## config.mk

```make
export PLATFORM = sky130hd
export DESIGN_NAME = rf_wr_arbiter
export DESIGN_NICKNAME = d
export VERILOG_FILES = /design/src/rtl/rf_pkg.sv /design/src/rtl/rf_wr_slot.sv /design/src/rtl/rf_wr_arbiter.sv
export SDC_FILE = /design/constraint.sdc
export NUM_CORES = 1
export LEC_CHECK = 0
export CAP_MARGIN = 15
export CORE_MARGIN = 8
export CORE_UTILIZATION = 45
export CTS_CLUSTER_DIAMETER = 50
export CTS_CLUSTER_SIZE = 20
export DETAILED_ROUTE_END_ITERATION = 8
export PLACE_DENSITY = 0.76
export SYNTH_ARGS = -nofsm -noshare
export SYNTH_HDL_FRONTEND = slang
export SYNTH_SLANG_ARGS = --single-unit
```

## constraint.sdc

```tcl
create_clock -name Clk -period 3.1 [get_ports Clk]
set_clock_uncertainty 0.2 [all_clocks]
set_input_delay 0.62 -clock Clk [delete_from_list [all_inputs] [get_ports Clk]]
set_output_delay 0.62 -clock Clk [all_outputs]
set_load 0.01 [all_outputs]
```

## src/rtl/rf_pkg.sv

```systemverilog
// -----------------------------------------------------------------------------
// rf_pkg
//   Shared definitions for the register-file write-port arbiter.
//   - DW / AW     : default data and register-address widths
//   - REQ_ALU/MEM : requester identifiers used by the round-robin pointer
//   - wr_req_t    : one pending writeback {valid, addr, data} at the default
//                   widths, for code that handles whole requests as a unit
// -----------------------------------------------------------------------------
package rf_pkg;

  localparam int DW = 32;
  localparam int AW = 5;

  // Requester identifiers. The round-robin pointer stores the last winner
  // using these values.
  localparam logic REQ_ALU = 1'b0;
  localparam logic REQ_MEM = 1'b1;

  typedef struct packed {
    logic          valid;
    logic [AW-1:0] addr;
    logic [DW-1:0] data;
  } wr_req_t;

endpackage : rf_pkg

```

## src/rtl/rf_wr_slot.sv

```systemverilog
// -----------------------------------------------------------------------------
// rf_wr_slot
//   One-entry holding register for a single writeback requester.
//   A fill loads the slot. A drain (the slot won arbitration) empties it
//   unless a fill lands on the same edge, which keeps full throughput.
//
//   Ports
//     clk, rst_n    clock / asynchronous active-low reset
//     fill_i        load fill_addr_i / fill_data_i into the slot this edge
//     fill_addr_i   destination register of the incoming request
//     fill_data_i   write data of the incoming request
//     drain_i       slot contents are being issued to the output register
//     occupied_o    slot holds a pending write
//     addr_o        pending destination register
//     data_o        pending write data
// -----------------------------------------------------------------------------
module rf_wr_slot #(
  parameter int DW = 32,
  parameter int AW = 5
) (
  input  logic          clk,
  input  logic          rst_n,
  input  logic          fill_i,
  input  logic [AW-1:0] fill_addr_i,
  input  logic [DW-1:0] fill_data_i,
  input  logic          drain_i,
  output logic          occupied_o,
  output logic [AW-1:0] addr_o,
  output logic [DW-1:0] data_o
);

  logic          occupied_q, occupied_d;
  logic [AW-1:0] addr_q,     addr_d;
  logic [DW-1:0] data_q,     data_d;

  always_comb begin
    // NOTE: every always_comb output gets a hold value first, so any path
    // that does not assign it cannot infer a latch.
    occupied_d = occupied_q;
    addr_d     = addr_q;
    data_d     = data_q;
    if (fill_i) begin
      // A fill wins over a simultaneous drain: the old entry leaves through
      // the output register while the new one takes its place.
      occupied_d = 1'b1;
      addr_d     = fill_addr_i;
      data_d     = fill_data_i;
    end else if (drain_i) begin
      occupied_d = 1'b0;
    end
  end

  always_ff @(posedge clk or negedge rst_n) begin
    if (!rst_n) begin
      occupied_q <= 1'b0;
      // NOTE: the payload is reset as well. It is only one word, and a
      // known value keeps the hazard compare and simulation free of X.
      addr_q     <= '0;
      data_q     <= '0;
    end else begin
      // NOTE: sequential state uses non-blocking assignments only, so every
      // flop samples its _d value from before the edge.
      occupied_q <= occupied_d;
      addr_q     <= addr_d;
      data_q     <= data_d;
    end
  end

  assign occupied_o = occupied_q;
  assign addr_o     = addr_q;
  assign data_o     = data_q;

endmodule : rf_wr_slot

```

## src/rtl/rf_wr_arbiter.sv

```systemverilog
// -----------------------------------------------------------------------------
// rf_wr_arbiter
//   Shares the single register-file write port between the ALU writeback and
//   the memory-load writeback. Each requester has a one-entry slot with a
//   valid/ready handshake. One occupied slot is granted per cycle, and the
//   grant is registered onto Awr/Din/WrEn.
//   - Different destinations: round-robin against the last winner.
//   - Same destination: the older slot wins, so program order is kept.
//   Writes to register 0 are accepted and dropped.
//   Read-after-write hazards are flagged for two decode read addresses.
//
//   Ports
//     Clk, Rst_n                    clock / asynchronous active-low reset
//     AluValid/AluAddr/AluData      ALU writeback request
//     AluReady                      ALU slot can accept this cycle
//     MemValid/MemAddr/MemData      load writeback request
//     MemReady                      load slot can accept this cycle
//     Ard1, Ard2                    decode read addresses (hazard check only)
//     Haz1, Haz2                    read address has an uncommitted write
//     Awr, Din, WrEn                registered write port to reg_file
// -----------------------------------------------------------------------------
module rf_wr_arbiter #(
  parameter int DW = rf_pkg::DW,
  parameter int AW = rf_pkg::AW
) (
  input  logic          Clk,
  input  logic          Rst_n,
  input  logic          AluValid,
  input  logic [AW-1:0] AluAddr,
  input  logic [DW-1:0] AluData,
  output logic          AluReady,
  input  logic          MemValid,
  input  logic [AW-1:0] MemAddr,
  input  logic [DW-1:0] MemData,
  output logic          MemReady,
  input  logic [AW-1:0] Ard1,
  input  logic [AW-1:0] Ard2,
  output logic          Haz1,
  output logic          Haz2,
  output logic [AW-1:0] Awr,
  output logic [DW-1:0] Din,
  output logic          WrEn
);

  import rf_pkg::*;

  // ---------------------------------------------------------------------------
  // Holding slots
  // ---------------------------------------------------------------------------
  logic          alu_occ,  mem_occ;
  logic [AW-1:0] alu_addr, mem_addr;
  logic [DW-1:0] alu_data, mem_data;
  logic          alu_gnt,  mem_gnt;
  logic          alu_fill, mem_fill;

  // An address-0 request still completes its handshake, but it never
  // occupies the slot.
  assign alu_fill = AluValid && AluReady && (AluAddr != '0);
  assign mem_fill = MemValid && MemReady && (MemAddr != '0);

  rf_wr_slot #(.DW(DW), .AW(AW)) u_alu_slot (
    .clk         (Clk),
    .rst_n       (Rst_n),
    .fill_i      (alu_fill),
    .fill_addr_i (AluAddr),
    .fill_data_i (AluData),
    .drain_i     (alu_gnt),
    .occupied_o  (alu_occ),
    .addr_o      (alu_addr),
    .data_o      (alu_data)
  );

  rf_wr_slot #(.DW(DW), .AW(AW)) u_mem_slot (
    .clk         (Clk),
    .rst_n       (Rst_n),
    .fill_i      (mem_fill),
    .fill_addr_i (MemAddr),
    .fill_data_i (MemData),
    .drain_i     (mem_gnt),
    .occupied_o  (mem_occ),
    .addr_o      (mem_addr),
    .data_o      (mem_data)
  );

  // The grant depends only on slot state, never on the incoming valid.
  // Ready therefore has no combinational path from Valid.
  assign AluReady = !alu_occ || alu_gnt;
  assign MemReady = !mem_occ || mem_gnt;

  // ---------------------------------------------------------------------------
  // Arbitration state
  // ---------------------------------------------------------------------------
  logic last_q,      last_d;       // last winner, REQ_ALU / REQ_MEM
  logic alu_older_q, alu_older_d;  // meaningful only while both slots are full

  always_comb begin
    alu_gnt = 1'b0;
    mem_gnt = 1'b0;
    if (alu_occ && mem_occ) begin
      if (alu_addr == mem_addr) begin
        // Same destination: issue in arrival order, so the younger value is
        // the one left in the register.
        alu_gnt = alu_older_q;
        mem_gnt = !alu_older_q;
      end else if (last_q == REQ_ALU) begin
        mem_gnt = 1'b1;
      end else begin
        alu_gnt = 1'b1;
      end
    end else begin
      alu_gnt = alu_occ;
      mem_gnt = mem_occ;
    end
  end

  always_comb begin
    last_d = last_q;
    if (alu_gnt) begin
      last_d = REQ_ALU;
    end else if (mem_gnt) begin
      last_d = REQ_MEM;
    end
  end

  // Age tracking. A slot filled while the other one stays occupied is the
  // younger slot. When both fill on the same edge, the ALU counts as older.
  // A fill into an empty pair leaves only one slot occupied, so the flag
  // value does not matter then.
  always_comb begin
    alu_older_d = alu_older_q;
    if (alu_fill && mem_fill) begin
      alu_older_d = 1'b1;
    end else if (alu_fill) begin
      alu_older_d = 1'b0;
    end else if (mem_fill) begin
      alu_older_d = 1'b1;
    end
  end

  // ---------------------------------------------------------------------------
  // Registered write port
  // ---------------------------------------------------------------------------
  logic          wr_en_q, wr_en_d;
  logic [AW-1:0] awr_q,   awr_d;
  logic [DW-1:0] din_q,   din_d;

  always_comb begin
    wr_en_d = alu_gnt || mem_gnt;
    awr_d   = awr_q;
    din_d   = din_q;
    if (alu_gnt) begin
      awr_d = alu_addr;
      din_d = alu_data;
    end else if (mem_gnt) begin
      awr_d = mem_addr;
      din_d = mem_data;
    end
  end

  always_ff @(posedge Clk or negedge Rst_n) begin
    if (!Rst_n) begin
      last_q      <= REQ_ALU;
      alu_older_q <= 1'b1;
      wr_en_q     <= 1'b0;
      awr_q       <= '0;
      din_q       <= '0;
    end else begin
      last_q      <= last_d;
      alu_older_q <= alu_older_d;
      wr_en_q     <= wr_en_d;
      awr_q       <= awr_d;
      din_q       <= din_d;
    end
  end

  assign WrEn = wr_en_q;
  assign Awr  = awr_q;
  assign Din  = din_q;

  // ---------------------------------------------------------------------------
  // Hazard detection
  // A write is uncommitted while it sits in a slot or in the output register.
  // The register file commits it on the edge that ends the WrEn cycle.
  // Register 0 never carries a hazard.
  // ---------------------------------------------------------------------------
  assign Haz1 = (Ard1 != '0) &&
                ((alu_occ && (alu_addr == Ard1)) ||
                 (mem_occ && (mem_addr == Ard1)) ||
                 (wr_en_q && (awr_q    == Ard1)));

  assign Haz2 = (Ard2 != '0) &&
                ((alu_occ && (alu_addr == Ard2)) ||
                 (mem_occ && (mem_addr == Ard2)) ||
                 (wr_en_q && (awr_q    == Ard2)));

endmodule : rf_wr_arbiter

```

==> impl_results.md, run 1 <==
* I/O pin total at between 100 and 150
* # clock sinks at around 120
* Max Cap Viol at 0
* Register area at 0.00290 mm²
* Initial DRT Pass Iterations at 4
* Unrepaired setup endpoints after global routing: no
* Fraction of layout cells with a size suffix above 1 at 0.230
* Setup Viol. Count Final at 0
* Syn Nets at 511
* Hold Slack at between 0.009 and 0.01 ns
* Maximum VDD drop at about 420 µV
* P&R area growth vs syn at 40.1%
* Vias at 3868
* Critical path arrival at ~2.2 ns
* DP Worst Slack at -0.213 ns
* Post-layout net count at approximately 660
* CTS tree: yes
* Post-CTS setup buffers at 0
* Root buf cell: clkbuf_16
* CORE AREA at around 0.011 mm²
* Worst slew pin tran at a little over 0.8 ns
* Num rows at 39
* Final GP Congestion at roughly 0.85
* Final setup margin at approximately 0.088 ns
* Max_slew headroom at 0.454
* First-pass GRT wire length at around 23000 µm
* Final Cycle Share at 0.971
* Finished Layout Cells at a little over 700
* Die Width at ~120 µm
* Post-synth EDFFs at 0
* Pwr Density at about 930 mW/mm²
* Max FO, Critical Path at 3
* Setup TNS at 0 ns
* Fillers at ~890
* Leakage power at a little over 3 nW
* Cells after DPL at roughly 690
* Final ANT Viol Nets at 0
* Maximum clock path buffer count at 2
* Top cells by count, synth: dfrtp_1 (115), nor2_1 (78), mux2_4 (37), mux2_2 (36), o22ai_1 (36)
* Initial DRC count at 199
* Most frequent cell after synthesis: dfrtp_1
* CP Data Required Time at between 2 and 2.5 ns
* Area of the multi-input gates at around 0.0022 mm²
* Status: complete, no violations
* Largest cells by area after synthesis: dfrtp_1 (55%), mux2_4 (11%), mux2_2 (7.7%)
* Hold Vio Cnt, Final at 0
* Syn_area_per_cell at approximately 12 µm²
* Async SR Flop Fraction at 1.00
* Die Ht at around 120 µm
* Netlist Area Pre-Place at ~0.0052 mm²
* HPWL after DPL at ~9900 µm
* Hold Crit Class: in2async
* Yosys reg bits at roughly 120
* Die area at about 0.015 mm²
* Routed wire length at between 10000 and 15000 µm
* Drt via density at around 5.3
* DP Area at ~0.0068 mm²
* Post-Syn Instances at ~420
* Routed len/inst at approximately 20 µm
* Pin count of the biggest net entering global routing at 45
* Finished Cell Area at approximately 0.0073 mm²
* Total power at a little under 7 mW
* Initial Utilization at 0.461
* Initial antenna violation count at 0
* Slew Limit Fails at 0
* Seq/Total Area, Yosys at 0.554
* Max frequency at between 300 and 400 MHz
* Clock transition at path regs at 0.05 ns
* Cell taking the most area after synthesis: dfrtp_1
* Gr usage total at 0.193
* Antenna Cells at 0
* Period minus WS final at around 3.0 ns
* Cell variety after synth at 36
* Area share of the largest cell type after synthesis at 0.549
* Yosys warnings at 0
* Vias in the first global route at between 4000 and 5000
* Util after Layout at 0.645
* TritonCTS Buffers at 17
* Nature of the critical path endpoint: primary output
* Grt total ovfl at 0
* DRC violations left at 0
* Port buffer count at between 100 and 150
* CP Launch Type: input port
* Top flip-flop cell by instance count after synthesis: dfrtp_1
* Clk Latency, worst-skew pair at approximately 0.4 ns
* Crit Path Class: in2out
* H-tree depth at 4
## logic make-up (layout without fill, tap and decap cells)
group / Yosys count / count (layout) / share of synthesized area
buffers and inverters: 29 / 188 / 0.0339
DFF: 116 / 116 / 0.554
xor gates and xnor gates: 37 / 37 / 0.0619
and+or+nand+nor: 113 / 113 / 0.0982
AOI/OAI and AO/OA: 55 / 55 / 0.0681
muxes: 73 / 73 / 0.183
## repair_timing
action / CTS / global route
setup endpoints to repair: 4 / 1
hold buffers: 0 / 0
resized for setup: 9 / 0
pin swaps: 1 / 1
## registers in the layout (all words and copies together) (netlist names)
name                   count
u_alu_slot.addr_o          5
u_mem_slot.addr_o          5
alu_older_q                1
last_q                     1
u_mem_slot.data_o         32
WrEn                       1
u_mem_slot.occupied_o      1
Din                       32
u_alu_slot.data_o         32
Awr                        5
u_alu_slot.occupied_o      1
## path summary, 6_finish.rpt
kind	start	to	slack, ns	depth (start not counted)
setup reg to reg	u_alu_slot.addr_o[3]	u_alu_slot.data_o[31]	0.60	7
setup / recovery	Ard2[1]	Haz2	0.09	6
hold / removal	Rst_n	u_mem_slot.data_o[21]	0.01	1
min in group Clk	u_alu_slot.data_o[3]	u_alu_slot.data_o[3]	0.30	1
max in group asynchronous	Rst_n	Din[5]	1.85	2
hold reg to reg	u_alu_slot.data_o[3]	u_alu_slot.data_o[3]	0.30	1
## where the power goes
part,internal (mW),switching (mW)
logic,1.35,1.21
clock network,1.17,0.650
registers,2.07,0.397
## cells in the final DEF (no fill, tap or decap), types with 2 or more instances in the layout
cell             netlist  routed
a21oi_1                5       5
a31oi_1                2       2
buf_12                 0       3
buf_4                  0      22
bufinv_16              0       2
clkbuf_1               4       4
clkbuf_16              0      17
clkdlybuf4s50_1        0     120
clkinv_2               0       4
clkinvlp_4             0       4
dfrtp_1              115     115
dlygate4sd2_1          0       8
inv_1                  3       3
mux2_2                36      36
mux2_4                37      37
nand2_1                6       6
nand3_1                3       3
nand4_1                3       3
nor2_1                78      78
nor3_1                 6       4
nor3_2                 0       2
nor4_1                 5       5
o2111ai_4              0       2
o21ai_0                5       5
o22ai_1               36      36
o31ai_1                2       2
or4_1                  4       4
xnor2_1               11      11
xor2_1                26      26
## per-layer routing
layer  vias to the layer above  wire length, µm  track usage
met5                         -                0            0
met4                         0              206       0.0775
met3                        17              972       0.0626
met2                       133             7190        0.320
met1                      1936             5790        0.227
li1                       1782                -            -
## critical path, stage by stage
cell	delay, ns
clkdlybuf4s50_1	0.44
buf_4	0.17
or4_1	0.52
nor2_1	0.11
a21oi_1	0.05
dlygate4sd2_1	0.29
## final cells by class
cell class,count,share of cell area
Sequential cell,116,0.396
Multi-Input combinational cell,278,0.299
Timing Repair Buffer,153,0.204
Clock buffer,21,0.0600
Tap cell,143,0.0244
Clock inverter,10,0.0150
Inverter,4,0.00205
(Power assumes the default switching activity.)
==> inputs of run 2 (changes only) <==
--- a/config.mk
+++ b/config.mk
@@ -7,11 +7,12 @@
 export LEC_CHECK = 0
 export CAP_MARGIN = 15
 export CORE_MARGIN = 8
-export CORE_UTILIZATION = 45
+export CORE_UTILIZATION = 27
 export CTS_CLUSTER_DIAMETER = 50
 export CTS_CLUSTER_SIZE = 20
 export DETAILED_ROUTE_END_ITERATION = 8
-export PLACE_DENSITY = 0.76
+export GPL_ROUTABILITY_DRIVEN = 0
+export PLACE_DENSITY = 0.51
 export SYNTH_ARGS = -nofsm -noshare
 export SYNTH_HDL_FRONTEND = slang
 export SYNTH_SLANG_ARGS = --single-unit
==> impl_results.md, run 2 (same netlist as run 1, synthesis figures left out) <==
* Slew Limit Fails at 0
* Hold Slack at just under 0.05 ns
* Setup TNS at 0 ns
* CP Data Required Time at 2.28 ns
* Pwr Density at between 900 and 1000 mW/mm²
* Post-layout net count at approximately 670
* Pin count of the biggest net entering global routing at 53
* CORE AREA at 0.0193 mm²
* Port buffer count at approximately 130
* CP Launch Type: input port
* CP peak stage delay at 0.51 ns
* FF-to-FF Start: u_alu_slot.addr_o[2]
* Hold Crit Class: in2async
* TritonCTS Buffers at 17
* Max FO, Critical Path at 3
* Grt total ovfl at 0
* Critical path arrival at 2.16 ns
* Period minus WS final at 2.98 ns
* Maximum VDD drop at around 390 µV
* Initial DRC count at ~120
* Clk Latency, worst-skew pair at 0.40 ns
* Slowest CP cell: or4_1
* Post_cts resized at 14
* Initial antenna violation count at 0
* Max frequency at between 300 and 400 MHz
* DRC violations left at 0
* CTS tree: yes
* Drt via density at 4.51
* Commonest non-fill, non-tap cell in the layout: clkdlybuf4s50_1
* Maximum clock path buffer count at 2
* Max_slew headroom at 0.423
* Die area at roughly 0.024 mm²
* Leakage power at around 3.2 nW
* Vias in the first global route at between 4000 and 5000
* Worst slew pin tran at about 0.86 ns
* Status: complete, no violations
* P&R area growth vs syn at 45.1%
* HPWL after DPL at between 10000 and 15000 µm
* Unrepaired setup endpoints after global routing: no
* Most frequent cells in the layout: clkdlybuf4s50_1 (117), dfrtp_1 (115), nor2_1 (78), mux2_4 (37)
* Vias at slightly below 4000
* Max Cap Viol at 0
* Gr usage total at 0.132
* Initial Utilization at 0.272
* Final Cycle Share at 0.961
* Setup slack, reg-to-reg at around 0.60 ns
* Reg2reg path depth at 7
* First-pass GRT wire length at between 20000 and 25000 µm
* # hold bufs at CTS at 0
* H-tree depth at 4
* Clock transition at path regs at roughly 0.050 ns
* Routed wire length at approximately 15000 µm
* # clock sinks at about 120
* Fraction of layout cells with a size suffix above 1 at 0.248
* Reg2reg end: u_mem_slot.data_o[11]
* I/O pin total at 130
* Routed len/inst at about 18 µm
* Root buf cell: clkbuf_16
* Die Width at 155 µm
* Critical-path cell list: clkdlybuf4s50_1, buf_4, or4_1, nor2_1, a21oi_1, dlygate4sd2_1
* Setup Viol. Count Final at 0
* Util after Layout at 0.394
* Nature of the critical path endpoint: primary output
* Initial DRT Pass Iterations at 5
* Hold Vio Cnt, Final at 0
* Crit Path Class: in2out
* Num rows at ~50
* Post-CTS setup buffers at 0
* Antenna Cells at 0
* Die Ht at 155 µm
* Final ANT Viol Nets at 0
run 2: how the worst max path moves through the flow:
stage	from	end	slack, ns
6_report	Ard2[1]	Haz2	0.12
5_1_grt	u_mem_slot.addr_o[0]	AluReady	0.02
4_1_cts	Ard2[1]	Haz2	0.11
3_5_place_dp	Ard1[1]	Haz1	-0.20
3_3_place_gp	Ard2[3]	Haz2	-0.19
2_1_floorplan	u_alu_slot.addr_o[2]	u_alu_slot.data_o[15]	0.72
run 2: per-stage QoR:
step	power (mW)	setup slack, ns	instances	instance area, µm²
final	7.03	0.121	854	7600
after global routing	7.48	0.0243	854	7600
after CTS	7.14	0.113	854	7600
after detailed placement	5.17	-0.205	823	7010
after global placement	5.09	-0.194	823	7010
after floorplan	3.87	0.718	423	5240
run 2: report_power, final:
part | internal [mW] | switching, mW
sequential | 2.07 | 0.379
clock | 1.26 | 0.665
combinational | 1.40 | 1.26
total | 4.73 | 2.30
run 2: final cells by class:
class / instances / area (µm²)
fillers: 1872 / 11700
flip-flops and latches: 116 / 2900
multi-input cells: 278 / 2200
repair buffers: 160 / 1560
clock buffers: 22 / 484
well taps: 265 / 332
clock inverters: 9 / 103
inverters: 4 / 15.0
run 2: critical path, delay by kind of cell:
kind            cells  cell delay (ns)
compound gates      1             0.05
buf+inv             3             0.88
simple gates        2             0.61
run 2: routing by layer:
| layer | vias to the layer above | global-route usage | wire length (µm) |
|---|---|---|---|
| met1 | 1928 | 0.157 | 6750 |
| met5 | - | 0 | 0 |
| met2 | 113 | 0.223 | 7670 |
| li1 | 1796 | - | - |
| met3 | 13 | 0.0452 | 871 |
| met4 | 0 | 0.0347 | 127 |
==> inputs of run 3 (changes only) <==
--- a/config.mk
+++ b/config.mk
@@ -13,6 +13,7 @@
 export DETAILED_ROUTE_END_ITERATION = 8
 export GPL_ROUTABILITY_DRIVEN = 0
 export PLACE_DENSITY = 0.51
+export REMOVE_ABC_BUFFERS = 1
 export SYNTH_ARGS = -nofsm -noshare
 export SYNTH_HDL_FRONTEND = slang
 export SYNTH_SLANG_ARGS = --single-unit
==> constraint.sdc (replaced) <==
create_clock -name Clk -period 2.8 [get_ports Clk]
set_clock_uncertainty 0.2 [all_clocks]
set_input_delay 0.56 -clock Clk [delete_from_list [all_inputs] [get_ports Clk]]
set_output_delay 0.56 -clock Clk [all_outputs]
set_load 0.01 [all_outputs]
==> impl_results.md, run 3 (same netlist as run 1, synthesis figures left out) <==
* Max_slew headroom at 0.543
* Max frequency at ~370 MHz
* Register area at between 0.002 and 0.003 mm²
* Gr usage total at 0.133
* Initial DRC count at between 150 and 200
* Finished Cell Area at between 0.007 and 0.008 mm²
* Wire length on met3 at ~780 µm
* Period minus WS final at 2.70 ns
* Hold Vio Cnt, Final at 0
* HPWL after DPL at about 11000 µm
* P&R area growth vs syn at 45.9%
* Die Width at ~160 µm
* Initial DRT Pass Iterations at 4
* Drt via density at 4.49
* Met2 routed WL at between 7000 and 8000 µm
* Final ANT Viol Nets at 0
* Maximum VDD drop at ~380 µV
* Leakage power at between 3 and 4 nW
* # clock sinks at 116
* Routed wire length at about 15000 µm
* Nature of the critical path endpoint: primary output
* Critical path arrival at a little under 2 ns
* CTS tree: yes
* Vias in the first global route at approximately 4400
* DRT met1 WL at around 6400 µm
* DRC violations left at 0
* Commonest non-fill, non-tap cell in the layout: clkdlybuf4s50_1
* DP Area at approximately 0.007 mm²
* First-pass GRT wire length at between 20000 and 25000 µm
* Hold Slack at 0.305 ns
* Num rows at just over 50
* Crit Path Class: reg2out
* Antenna Cells at 0
* Initial antenna violation count at 0
* Most frequent cells in the layout: clkdlybuf4s50_1 (115), dfrtp_1 (111), nor2_1 (77), mux2_4 (37)
* Clock transition at path regs at about 0.05 ns
* Slew Limit Fails at 0
* CP Launch Type: flop
* Setup Viol. Count Final at 0
* Maximum clock path buffer count at 2
* Grt total ovfl at 0
* Pwr Density at 994 mW/mm²
* Die Ht at around 160 µm
* Setup TNS at 0 ns
* Post-layout net count at about 670
* CORE AREA at a little under 0.02 mm²
* Die area at between 0.02 and 0.025 mm²
* Fillers at 1867
* Max FO, Critical Path at 4
* TritonCTS Buffers at 17
* Unrepaired setup endpoints after global routing: yes
* Initial Utilization at 0.272
* Max Cap Viol at 0
* CP Data Required Time at 2.04 ns
* Hold Crit Class: reg2reg
* Worst slew pin tran at 0.685 ns
* Util after Layout at 0.396
* I/O pin total at 130
* Root buf cell: clkbuf_16
* Pin count of the biggest net entering global routing at between 40 and 50
* Status: complete, no violations
* Area of the multi-input gates at 0.00226 mm²
* Routed len/inst at approximately 18 µm
* Max layer used: met4
* Port buffer count at about 130
* Final Cycle Share at 0.965
* Clk Latency, worst-skew pair at ~0.40 ns
* Vias at just under 4000
* H-tree depth at 4
* Fraction of layout cells with a size suffix above 1 at 0.273
-- run 3: final cells by class --
type                            instances  area share
Clock buffer                           22      0.0608
Clock inverter                          9     0.00753
Inverter                                4     0.00197
Multi-Input combinational cell        278       0.295
Sequential cell                       116       0.381
Tap cell                              265      0.0434
Timing Repair Buffer                  164       0.210
-- run 3: worst paths after layout --
path / endpoint / cells after the start / startpoint / slack (ns)
min reg2reg: u_mem_slot.data_o[9] / 1 / u_mem_slot.data_o[9] / 0.31
max reg2reg: u_mem_slot.data_o[9] / 7 / u_mem_slot.addr_o[0] / 0.29
max in group asynchronous: Din[23] / 3 / Rst_n / 1.15
min in group asynchronous: Din[15] / 2 / Rst_n / 0.55
min: u_mem_slot.data_o[9] / 1 / u_mem_slot.data_o[9] / 0.31
max: MemReady / 5 / u_alu_slot.addr_o[2] / 0.1
-- run 3: repair_timing --
action | in CTS | in global routing
hold buffers | 1 | 0
pin swaps | 2 | 7
gates resized for setup | 18 | 19
setup buffers | 0 | 0
hold endpoints to repair | 5 | 0
endpoints found under the setup margin | 4 | 4
-- run 3: power by group --
group / internal [mW] / leakage (nW) / total [mW] / switching, mW
registers: 2.30 / 1.32 / 2.75 / 0.454
clock network: 1.16 / 0.255 / 1.90 / 0.732
logic: 1.58 / 1.62 / 2.95 / 1.37
-- run 3: metrics by stage --
step                instances  power (mW)  worst slack, ns
floorplan                 398        4.22            -2.42
global placement          826        5.65           -0.399
detailed placement        826        5.72           -0.430
CTS                       858        7.69          0.00197
global route              858        8.10         -0.00401
finish                    858        7.60           0.0985
-- run 3: layer usage --
| metal | up-vias | GRT usage |
|---|---|---|
| li1 | 1810 | - |
| met1 | 1944 | 0.155 |
| met2 | 83 | 0.227 |
| met3 | 19 | 0.0411 |
| met4 | 0 | 0.0481 |
| met5 | - | 0 |
-- run 3: worst max-delay path, stage by stage, from the launching register on --
cell,delay (ns)
dfrtp_1,0.38
xor2_1,0.21
or3_4,0.45
nor4_4,0.29
nor2_2,0.07
clkbuf_2,0.13
